<file path="src/rtl/pht_counter_table.sv">
// pht_counter_table -- pattern history table of saturating direction counters.
//
// 2^INDEX_W counters of CNT_W bits, one lookup port and one update port.
// The lookup is registered, so the prediction appears one cycle after the request.
// An update trains one counter per cycle.
// When an update and a lookup hit the same entry in the same cycle, the
// prediction returns the post-update value.
//
// Optional feature: define PHT_GSHARE_EN to build a global history register.
// The history is XORed into the lookup index (gshare).
// With the macro undefined, no history is built and ghr is tied to 0.
//
// Ports:
//   clk, reset          rising-edge clock, async active-high reset
//   lookup_valid/pc     lookup request; index = lookup_pc[INDEX_W+1:2] (^ ghr)
//   pred_valid/taken/   registered prediction: counter value, its MSB, and
//   pred_state/index    the table index used
//   update_valid/index/ resolved branch outcome used to train one counter
//   update_taken
//   ghr                 current global history (0 when the feature is off)

// One table entry: saturating up/down counter, reset to strongly taken.
// cnt_next is exposed so that a same-cycle read sees the trained value.
module pht_counter_cell #(
  parameter int CNT_W = 2
) (
  input  logic             clk,
  input  logic             reset,
  input  logic             upd,
  input  logic             taken,
  output logic [CNT_W-1:0] cnt_next
);
  localparam logic [CNT_W-1:0] CNT_MAX = '1;

  logic [CNT_W-1:0] cnt_q, cnt_d;

  always_comb begin
    cnt_d = cnt_q;
    if (upd) begin
      if (taken) begin
        if (cnt_q != CNT_MAX) cnt_d = cnt_q + CNT_W'(1);
      end else if (cnt_q != '0) begin
        cnt_d = cnt_q - CNT_W'(1);
      end
    end
  end

  always_ff @(posedge clk or posedge reset) begin
    if (reset) cnt_q <= CNT_MAX;
    else       cnt_q <= cnt_d;
  end

  assign cnt_next = cnt_d;
endmodule

module pht_counter_table #(
  parameter int PC_W    = 32,
  parameter int INDEX_W = 6,
  parameter int CNT_W   = 2,
  parameter int GHR_W   = INDEX_W
) (
  input  logic               clk,
  input  logic               reset,
  input  logic               lookup_valid,
  input  logic [PC_W-1:0]    lookup_pc,
  output logic               pred_valid,
  output logic               pred_taken,
  output logic [CNT_W-1:0]   pred_state,
  output logic [INDEX_W-1:0] pred_index,
  input  logic               update_valid,
  input  logic [INDEX_W-1:0] update_index,
  input  logic               update_taken,
  output logic [GHR_W-1:0]   ghr
);
  localparam int ENTRIES = 1 << INDEX_W;

  logic [ENTRIES-1:0][CNT_W-1:0] cnt_next;
  logic [ENTRIES-1:0]            upd_hit;
  logic [INDEX_W-1:0]            pc_idx, lookup_idx;

  logic               pred_valid_q, pred_valid_d;
  logic [CNT_W-1:0]   pred_state_q, pred_state_d;
  logic [INDEX_W-1:0] pred_index_q, pred_index_d;

  // Only the word-aligned index bits of the PC feed the table.
  logic unused_pc;
  assign unused_pc = ^{lookup_pc[PC_W-1:INDEX_W+2], lookup_pc[1:0]};
  assign pc_idx    = lookup_pc[INDEX_W+1:2];

  always_comb begin
    upd_hit = '0;
    if (update_valid) upd_hit[update_index] = 1'b1;
  end

  for (genvar e = 0; e < ENTRIES; e++) begin : g_cell
    pht_counter_cell #(.CNT_W(CNT_W)) u_cell (
      .clk      (clk),
      .reset    (reset),
      .upd      (upd_hit[e]),
      .taken    (update_taken),
      .cnt_next (cnt_next[e])
    );
  end

`ifdef PHT_GSHARE_EN
  logic [GHR_W-1:0] ghr_q, ghr_d;

  // The shift lands at the edge, so same-cycle lookups hash with the old history.
  always_comb begin
    ghr_d = ghr_q;
    if (update_valid) ghr_d = (ghr_q << 1) | GHR_W'(update_taken);
  end

  always_ff @(posedge clk or posedge reset) begin
    if (reset) ghr_q <= '0;
    else       ghr_q <= ghr_d;
  end

  assign ghr        = ghr_q;
  assign lookup_idx = pc_idx ^ INDEX_W'(ghr_q);
`else
  assign ghr        = '0;
  assign lookup_idx = pc_idx;
`endif

  // cnt_next equals the stored value unless that entry is trained this
  // cycle, so reading it gives the write-through bypass for free.
  always_comb begin
    pred_valid_d = lookup_valid;
    pred_state_d = pred_state_q;
    pred_index_d = pred_index_q;
    if (lookup_valid) begin
      pred_state_d = cnt_next[lookup_idx];
      pred_index_d = lookup_idx;
    end
  end

  always_ff @(posedge clk or posedge reset) begin
    if (reset) begin
      pred_valid_q <= 1'b0;
      pred_state_q <= '0;
      pred_index_q <= '0;
    end else begin
      pred_valid_q <= pred_valid_d;
      pred_state_q <= pred_state_d;
      pred_index_q <= pred_index_d;
    end
  end

  assign pred_valid = pred_valid_q;
  assign pred_state = pred_state_q;
  assign pred_taken = pred_state_q[CNT_W-1];
  assign pred_index = pred_index_q;
endmodule

</file>
<file path="config.mk">
export PLATFORM = sky130hd
export DESIGN_NAME = pht_counter_table
export DESIGN_NICKNAME = d
export VERILOG_FILES = /design/src/rtl/pht_counter_table.sv
export SDC_FILE = /design/constraint.sdc
export NUM_CORES = 1
export LEC_CHECK = 0
export BUFFER_PORTS_ARGS = -buffer_cell sky130_fd_sc_hd__clkbuf_2
export CAP_MARGIN = 10
export CELL_PAD_IN_SITES_DETAIL_PLACEMENT = 1
export CELL_PAD_IN_SITES_GLOBAL_PLACEMENT = 2
export CORE_UTILIZATION = 38
export CTS_CLUSTER_SIZE = 8
export DETAILED_ROUTE_END_ITERATION = 8
export PLACE_DENSITY_LB_ADDON = 0.3
export SYNTH_ARGS = -nofsm -noshare
export SYNTH_HDL_FRONTEND = slang
export SYNTH_SLANG_ARGS = --single-unit
</file>
<file path="constraint.sdc">
create_clock -name clk -period 5.78 [get_ports clk]
set_clock_uncertainty 0.2 [all_clocks]
set_input_delay 1.156 -clock clk [delete_from_list [all_inputs] [get_ports clk]]
set_output_delay 1.156 -clock clk [all_outputs]
set_load 0.005 [all_outputs]
</file>
-- After elaboration in Yosys (flattened, before gate mapping)
Index checks and enable logic that the tools add are counted.
W data, S select, Z words.
- register bits: 137
- bits of input ports: 43
- logic and storage cells: 588
- $add $sub $neg: 128
- $lt $le $gt $ge: 3
- equal/unequal tests: 64
- mux-type cells: 261
- reductions and logical operators: 65
- operators by type and width (kind ; count):
    $mux W2 ; 257
    $add A2 B1 Y2 const B ; 64
    $ne A2 B2 Y1 const B ; 64
    $reduce_bool A2 Y1 ; 64
    $sub A2 B1 Y2 const B ; 64
    $mux W64 ; 1
    $lt A6 B7 Y1 const B ; 2
    $bmux W2 S6 ; 1
    $demux W1 S6 ; 1
    $ge A6 B1 Y1 const B ; 1
    $logic_and A1 B1 Y1 ; 1
    $mux W1 ; 1

-- Logic depth before layout (Yosys ltp)
Gate-level depths: netlist of run 1.
- word-level depth: 8
- depth in mapped cells: 12

-- By module
From an unflattened synthesis of run 1, not the netlist that was laid out.
- cells, all modules: 975
- area, all modules: 9435.3 um^2
- modules (own cells, without submodules) (module ; instances ; cells each ; area each (um^2)):
    pht_counter_cell ; 64 ; 12 ; 118.9
    pht_counter_table ; 1 ; 207 ; 1828.0

-- Worst setup path after synthesis of run 1
No wires, ideal clock.
- path type: input-to-reg
- start: input update_index[1]
- end: register pred_state_q[1], in the netlist pred_state[1]
- data arrival time: 3363 ps
- data required time: 5454 ps
- slack: 2091 ps
- cell stages on the path: 9
- cells stage by stage: buf_4 > nor4b_4 > nand2_1 > o21ai_1 > a21oi_1 > mux2_2 > mux4_2 > a211o_1 > a221o_1
- RTL lines (item ; line ; text):
    start: declaration ; 71 ; input logic [INDEX_W-1:0] update_index,
    end signal: assignment ; 145 ; pred_state_q <= pred_state_d;
    end: declaration ; 82 ; logic [CNT_W-1:0] pred_state_q, pred_state_d;

==> results of run 1 <==
==> metal layers <==
layer | share of wire | wire length, um | vias up | GRT usage
met2 | 0.46 | 15500 | 262 | 0.453
met3 | 0.052 | 1760 | 52 | 0.0419
met4 | 0.025 | 842 | 2 | 0.0934
met1 | 0.46 | 15500 | 4458 | 0.393
li1 | - | - | 3930 | -
met5 | 0.00027 | 9 | - | 0
==> cell type report <==
| type | count | area, sq um |
|---|---|---|
| inverters | 21 | 83.8 |
| clock buffers | 19 | 443 |
| fillers | 2741 | 13400 |
| clock inverters | 13 | 120 |
| repair buffers | 60 | 410 |
| well taps | 319 | 399 |
| multi-input cells | 777 | 5000 |
| flip-flops and latches | 137 | 3590 |
==> kinds of logic (layout without fill, tap and decap cells) <==
family,count (synthesis),after routing
compound gates,420,420
buf+inv,112,113
mux,24,24
flops,137,137
other cells,1,6
fa+ha+maj,2,2
simple gates,325,325
==> metrics by stage <==
| stage | cells | power [mW] | hold WS, ns | util |
|---|---|---|---|---|
| floorplan | 1026 | 1.27 | 0.272 | - |
| global placement | 1314 | 1.40 | 0.286 | 0.405 |
| detailed placement | 1314 | 1.40 | 0.293 | 0.405 |
| CTS | 1346 | 2.48 | 0.303 | 0.429 |
| global route | 1346 | 2.55 | 0.315 | 0.429 |
| finish | 1346 | 2.47 | 0.303 | 0.429 |
==> report_power, final <==
part	leakage, nW	internal [mW]	switching (mW)	total, mW
Sequential	1.43	1.02	0.0450	1.07
Combinational	1.92	0.105	0.221	0.326
Clock	0.270	0.607	0.470	1.08
==> worst max-delay path, stage by stage <==
cell and delay (ns):
clkbuf_2 0.09, buf_4 0.21, nor4b_4 0.82, a31oi_1 0.18, o221a_2 0.29, a22o_1 0.23, a2111o_1 0.40, nor4b_1 0.63
nor4_1 0.18, o32a_1 0.21
==> sequential cells by signal (all words and copies together), names as in the netlist <==
name                 flops
g_cell.u_cell.cnt_q    128
pred_index               6
pred_state               2
pred_valid               1
==> cell usage in the layout (no fill, tap or decap), types with 27 or more instances in the layout <==
master	count
dfstp_2	128
a21oi_1	111
nor2_1	96
a31oi_1	64
o21ai_0	55
nand2_1	47
o31ai_1	47
nand3_1	41
buf_4	32
nor3_1	27
==> worst max-delay path by stage <==
stage | startpoint | endpoint | slack (ns) | cells past startpoint
after floorplan | reset | pred_index[0] | 0.97 | 1
after global placement | update_index[0] | pred_state[0] | 1.14 | 10
after detailed placement | update_index[0] | pred_state[0] | 1.11 | 10
after CTS | update_index[0] | pred_state[0] | 1.54 | 10
after global routing | update_index[0] | pred_state[0] | 1.33 | 10
final | update_index[0] | pred_state[0] | 1.47 | 10
==> impl_metrics.toml, run 1 <==
[outcome]
status = "finished clean"

[synth]
synth.most_common_cell = "dfstp_2"
async_flop_share = 1.00
syn_inst = 1021
yosysSeqAreaShare = 0.398
synth_mux_area_frac = 0.0366
synth_common_cells = "dfstp_2, a21oi_1, nor2_1"
synth_warnings = 0
synth_top_family_by_area = "compound AO/OA/AOI/OAI gates"
ys_types = 84
synth-xor-area-share = 0
synth_adder_area_share = 0.00222
synth-seq-cells = 137
postSynthAreaPerCell_sq_um = 8.84
synth_simple_gate_area_frac = 0.198
synthFlopType = "dfstp_2"
synth_edf_count = 0
synth_area_leader_cell = "dfstp_2"
yosys-top-cells-area = "dfstp_2, a21oi_1, a31oi_1"
synth_compound_area_frac = 0.312
synth.cell_area_sq_um = 9020
synth_top_cell_area_share = 0.373

[floorplanning]
die_w_um = 156
initial_core_util = 0.386
fp-row-count = 56
die-area_sq_um = 24400
die_height_um = 156
coreArea_sq_um = 23400
ioPinCount = 59

[grt]
grt_pass1_vias = 8357
gr-total-overflow = 0
grt_usage = 0.284
grt_start_max_net_pins = 66
grt_pass1_wl_um = 51800
antenna_found_initial = 1

[final_layout]
design_area_sq_um = 10000
syn2layout_area_growth_pct = 11.3
nets = 1057
drive_above_1_share = 0.281
insertedDiodeCount = 0

[drt]
first_pass_iters = 5
routedWlPerCell_um = 25.0
vias = 8704
drt-total-wl_um = 33600
drt_iter0_markers = 711
antenna_left = 0
viasPerCell = 6.47
drc = 0

[critical_path]
arrival_ns = 4.42
r2r_setup_slack_ns = 2.85
reg2reg_to = "pred_state[0]"
reg2reg_from = "g_cell[56].u_cell.cnt_q[0]"
crit_required_ns = 5.89
r2r_cells = 7
startpoint_type = "input port"
crit_type = "input port to flop"
worstPathMaxFanout = 26
crit_path_end_kind = "flop"

[placed_design]
port_buffers = 26
dp_slack_ns = 1.11
place_area_sq_um = 9480
dp_hpwl_um = 23000
gp_congestion = 0.867

[clocking]
clockRootBuffer = "clkbuf_16"
cts.sinks = 137
cts_resized = 0
cts_max_level = 4
postCtsSetupBuffers = 0
numCtsBuffers = 17
cts_tree = "yes"
clkTransAtPathRegs_ns = 0.07
hold_buffers = 0
cts_max_path_buffers = 2
clock_latency_ns = 0.43

[pwr]
peakVddDrop_mv = 0.171
power.leakage_nw = 3.62
pwr_density_cell_nw_per_um2 = 246

[timing]
hold_violations = 0
slew_headroom = 0.193
tns_ns = 0
timing.fmax_mhz = 232
worstMarginPinSlew_ns = 1.21
setup_violations = 0
drv_slew = 0
min_period_ns = 4.31
fin_crit_sh = 0.745
fin_ws_ns = 1.47
rsz0062_at_grt = "false"

[min_path]
min_to = "g_cell[25].u_cell.cnt_q[1]"
hp-start = "g_cell[25].u_cell.cnt_q[1]"
hp-class = "flop to flop"
hold_path_depth = 2

[job]
max-cap-violations = 0
No activity file was read; power rests on OpenSTA's default activity.
==> inputs of run 2 (changes only) <==
--- a/config.mk
+++ b/config.mk
@@ -5,11 +5,12 @@
 export SDC_FILE = /design/constraint.sdc
 export NUM_CORES = 1
 export LEC_CHECK = 0
+export ABC_AREA = 1
 export BUFFER_PORTS_ARGS = -buffer_cell sky130_fd_sc_hd__clkbuf_2
 export CAP_MARGIN = 10
 export CELL_PAD_IN_SITES_DETAIL_PLACEMENT = 1
 export CELL_PAD_IN_SITES_GLOBAL_PLACEMENT = 2
-export CORE_UTILIZATION = 38
+export CORE_UTILIZATION = 34
 export CTS_CLUSTER_SIZE = 8
 export DETAILED_ROUTE_END_ITERATION = 8
 export PLACE_DENSITY_LB_ADDON = 0.3
==> constraint.sdc (replaced) <==
create_clock -name clk -period 4.5 [get_ports clk]
set_clock_uncertainty 0.2 [all_clocks]
set_input_delay 0.9 -clock clk [delete_from_list [all_inputs] [get_ports clk]]
set_output_delay 0.9 -clock clk [all_outputs]
set_load 0.005 [all_outputs]
==> run 2 against run 1 <==
Critical path type unchanged. Via count decreased by 3.2%. The run now ends with design-rule violations left. Final area decreased by 3.8%. Routed wire length decreased by 18%. Sequential share of layout area increased by 1.4 points. Clock power increased by 31%. Non-clock buffer count decreased by 23. Register-to-register slack got worse by 0.43 ns. Global-route usage decreased by 5.9 points. Die area increased by 7.6%. Combinational power increased by 120%. Critical endpoint is now pred_state[1]. Worst hold slack got worse by 0.026 ns. Power increased by 52%.
==> impl_metrics.toml, run 2 <==
[pwr]
pwr_density_cell_nw_per_um2 = 390
peakVddDrop_mv = 0.240
power.leakage_nw = 4.48

[synth]
synth_edf_count = 0
yosysSeqAreaShare = 0.413
synth.most_common_cell = "nand2_1"
synth-seq-cells = 137
synth_top_cell_area_share = 0.387
yosys-top-cells-area = "dfstp_2, nand2_1, nand3_1"
synth.cell_area_sq_um = 8690
synth_common_cells = "nand2_1, nand3_1, o21ai_0"
synthFlopType = "dfstp_2"
postSynthAreaPerCell_sq_um = 6.70
syn_inst = 1298
synth_warnings = 0
synth_area_leader_cell = "dfstp_2"
ys_types = 27
async_flop_share = 1.00

[timing]
worstMarginPinSlew_ns = 0.909
rsz0062_at_grt = "false"
timing.fmax_mhz = 324
tns_ns = 0
setup_violations = 0
slew_headroom = 0.393
drv_slew = 0
min_period_ns = 3.09
hold_violations = 0
fin_crit_sh = 0.687

[grt]
grt_usage = 0.225
antenna_found_initial = 0
grt_start_max_net_pins = 67
grt_pass1_vias = 8829
grt_pass1_wl_um = 45900
gr-total-overflow = 0

[drt]
routedWlPerCell_um = 16.9
viasPerCell = 5.14
drt_iter0_markers = 381
drt-total-wl_um = 27700
drc = 1
first_pass_iters = 6
antenna_left = 0
vias = 8426

[final_layout]
layout_common_cells = "nand2_1, nand3_1, o21ai_0, dfstp_2, nor2_1"
design_area_sq_um = 9660
nFillCells = 3285
syn2layout_area_growth_pct = 11.2
drive_above_1_share = 0.180
insertedDiodeCount = 0
largest_reg_flops = 128
nets = 1340
final_common_cell = "nand2_1"
top_register = "g_cell.u_cell.cnt_q"

[critical_path]
worstPathMaxFanout = 15
crit_required_ns = 4.67
worstSetupPathDepth = 15
crit_type = "input port to flop"
startpoint_type = "input port"
r2r_cells = 12
critPathTopFamily = "simple AND/OR/NAND/NOR gates"
max_stage_delay_ns = 0.36
crit_path_end_kind = "flop"
slowest_stage = "nand2_1"
crit_top_cell = "nand3_1"
critical_path_buf_inv_count = 2
arrival_ns = 3.26
cp_cell_sequence = "clkbuf_2 -> inv_2 -> nor2_2 -> nand2_1 -> nor2_1 -> nand2_1 -> nand3_1 -> nand3_1 -> nand3_1 -> nand3_1 -> nand3_1 -> nand3_1 -> nand2_1 -> nand2_1 -> nand2_1"

[clocking]
cts_tree = "yes"
clockRootBuffer = "clkbuf_16"
cts.sinks = 137
cts_max_path_buffers = 2
clkTransAtPathRegs_ns = 0.06
cts_resized = 0
numCtsBuffers = 17
hold_buffers = 0
clock_latency_ns = 0.43
cts_max_level = 4
postCtsSetupBuffers = 0

[floorplanning]
initial_core_util = 0.346
die-area_sq_um = 26200
die_w_um = 162
coreArea_sq_um = 25100
die_height_um = 162
fp-row-count = 58
ioPinCount = 59

[outcome]
status = "finished, violations left"
violations = "design-rule violations"

[min_path]
hp-class = "flop to flop"
hold_path_depth = 2

[placed_design]
place_area_sq_um = 9080
gp_congestion = 0.762
port_buffers = 26
dp_hpwl_um = 19100

[job]
max-cap-violations = 0
## run 2: path summary, 6_finish.rpt
path / startpoint / end / slack [ns]
max: update_valid / pred_state[1] / 1.41
min in group asynchronous: reset / pred_index[3] / 0.46
min reg2reg: pred_index[5] / pred_index[5] / 0.28
max in group asynchronous: reset / g_cell[11].u_cell.cnt_q[0] / 2.64
min: pred_index[5] / pred_index[5] / 0.28
max reg2reg: g_cell[2].u_cell.cnt_q[1] / pred_state[1] / 2.42
## run 2: per-stage QoR
step                total power [mW]  instances   util  worst slack [ns]  hold slack (ns)
floorplan                       2.15       1303      -              1.80            0.262
global placement                2.33       1608  0.362             0.994            0.267
detailed placement              2.37       1608  0.362             0.951            0.263
CTS                             3.81       1640  0.385              1.40            0.278
global route                    3.99       1640  0.385              1.16            0.330
finish                          3.77       1640  0.385              1.41            0.277
## run 2: worst min-delay path: stages (launching register included)
cell	delay [ns]
dfrtp_1	0.35
nand2_1	0.05
nand2_1	0.05
## run 2: layout make-up
| cell class | count | area (sq um) | area share |
|---|---|---|---|
| clock inverter | 15 | 154 | 0.0159 |
| timing repair buffer | 37 | 265 | 0.0274 |
| multi-input combinational | 1024 | 4510 | 0.467 |
| inverter | 80 | 304 | 0.0315 |
| tap | 330 | 413 | 0.0427 |
| clock buffer | 17 | 425 | 0.0440 |
| sequential | 137 | 3590 | 0.371 |
## run 2: cells by family (layout without fill, tap and decap cells)
group / after synthesis / in the layout / synth area share
AO/OA/AOI/OAI: 218 / 218 / 0.127
buffers and inverters: 142 / 149 / 0.0702
flip-flops: 137 / 137 / 0.413
other: 1 / 6 / 0.000431
AND/OR/NAND/NOR: 800 / 800 / 0.390
## run 2: layer usage
layer / part of all wire / up-vias / global-route usage
met1: 0.47 / 4109 / 0.286
met5: 0 / - / 0
met4: 0.017 / 0 / 0.0695
met2: 0.50 / 66 / 0.398
met3: 0.016 / 25 / 0.0260
li1: - / 4226 / -
## run 2: where the power goes
group / leakage, nW / internal, mW / switching [mW]
clock: 0.275 / 0.816 / 0.607
combinational: 2.76 / 0.234 / 0.485
sequential: 1.44 / 1.52 / 0.105
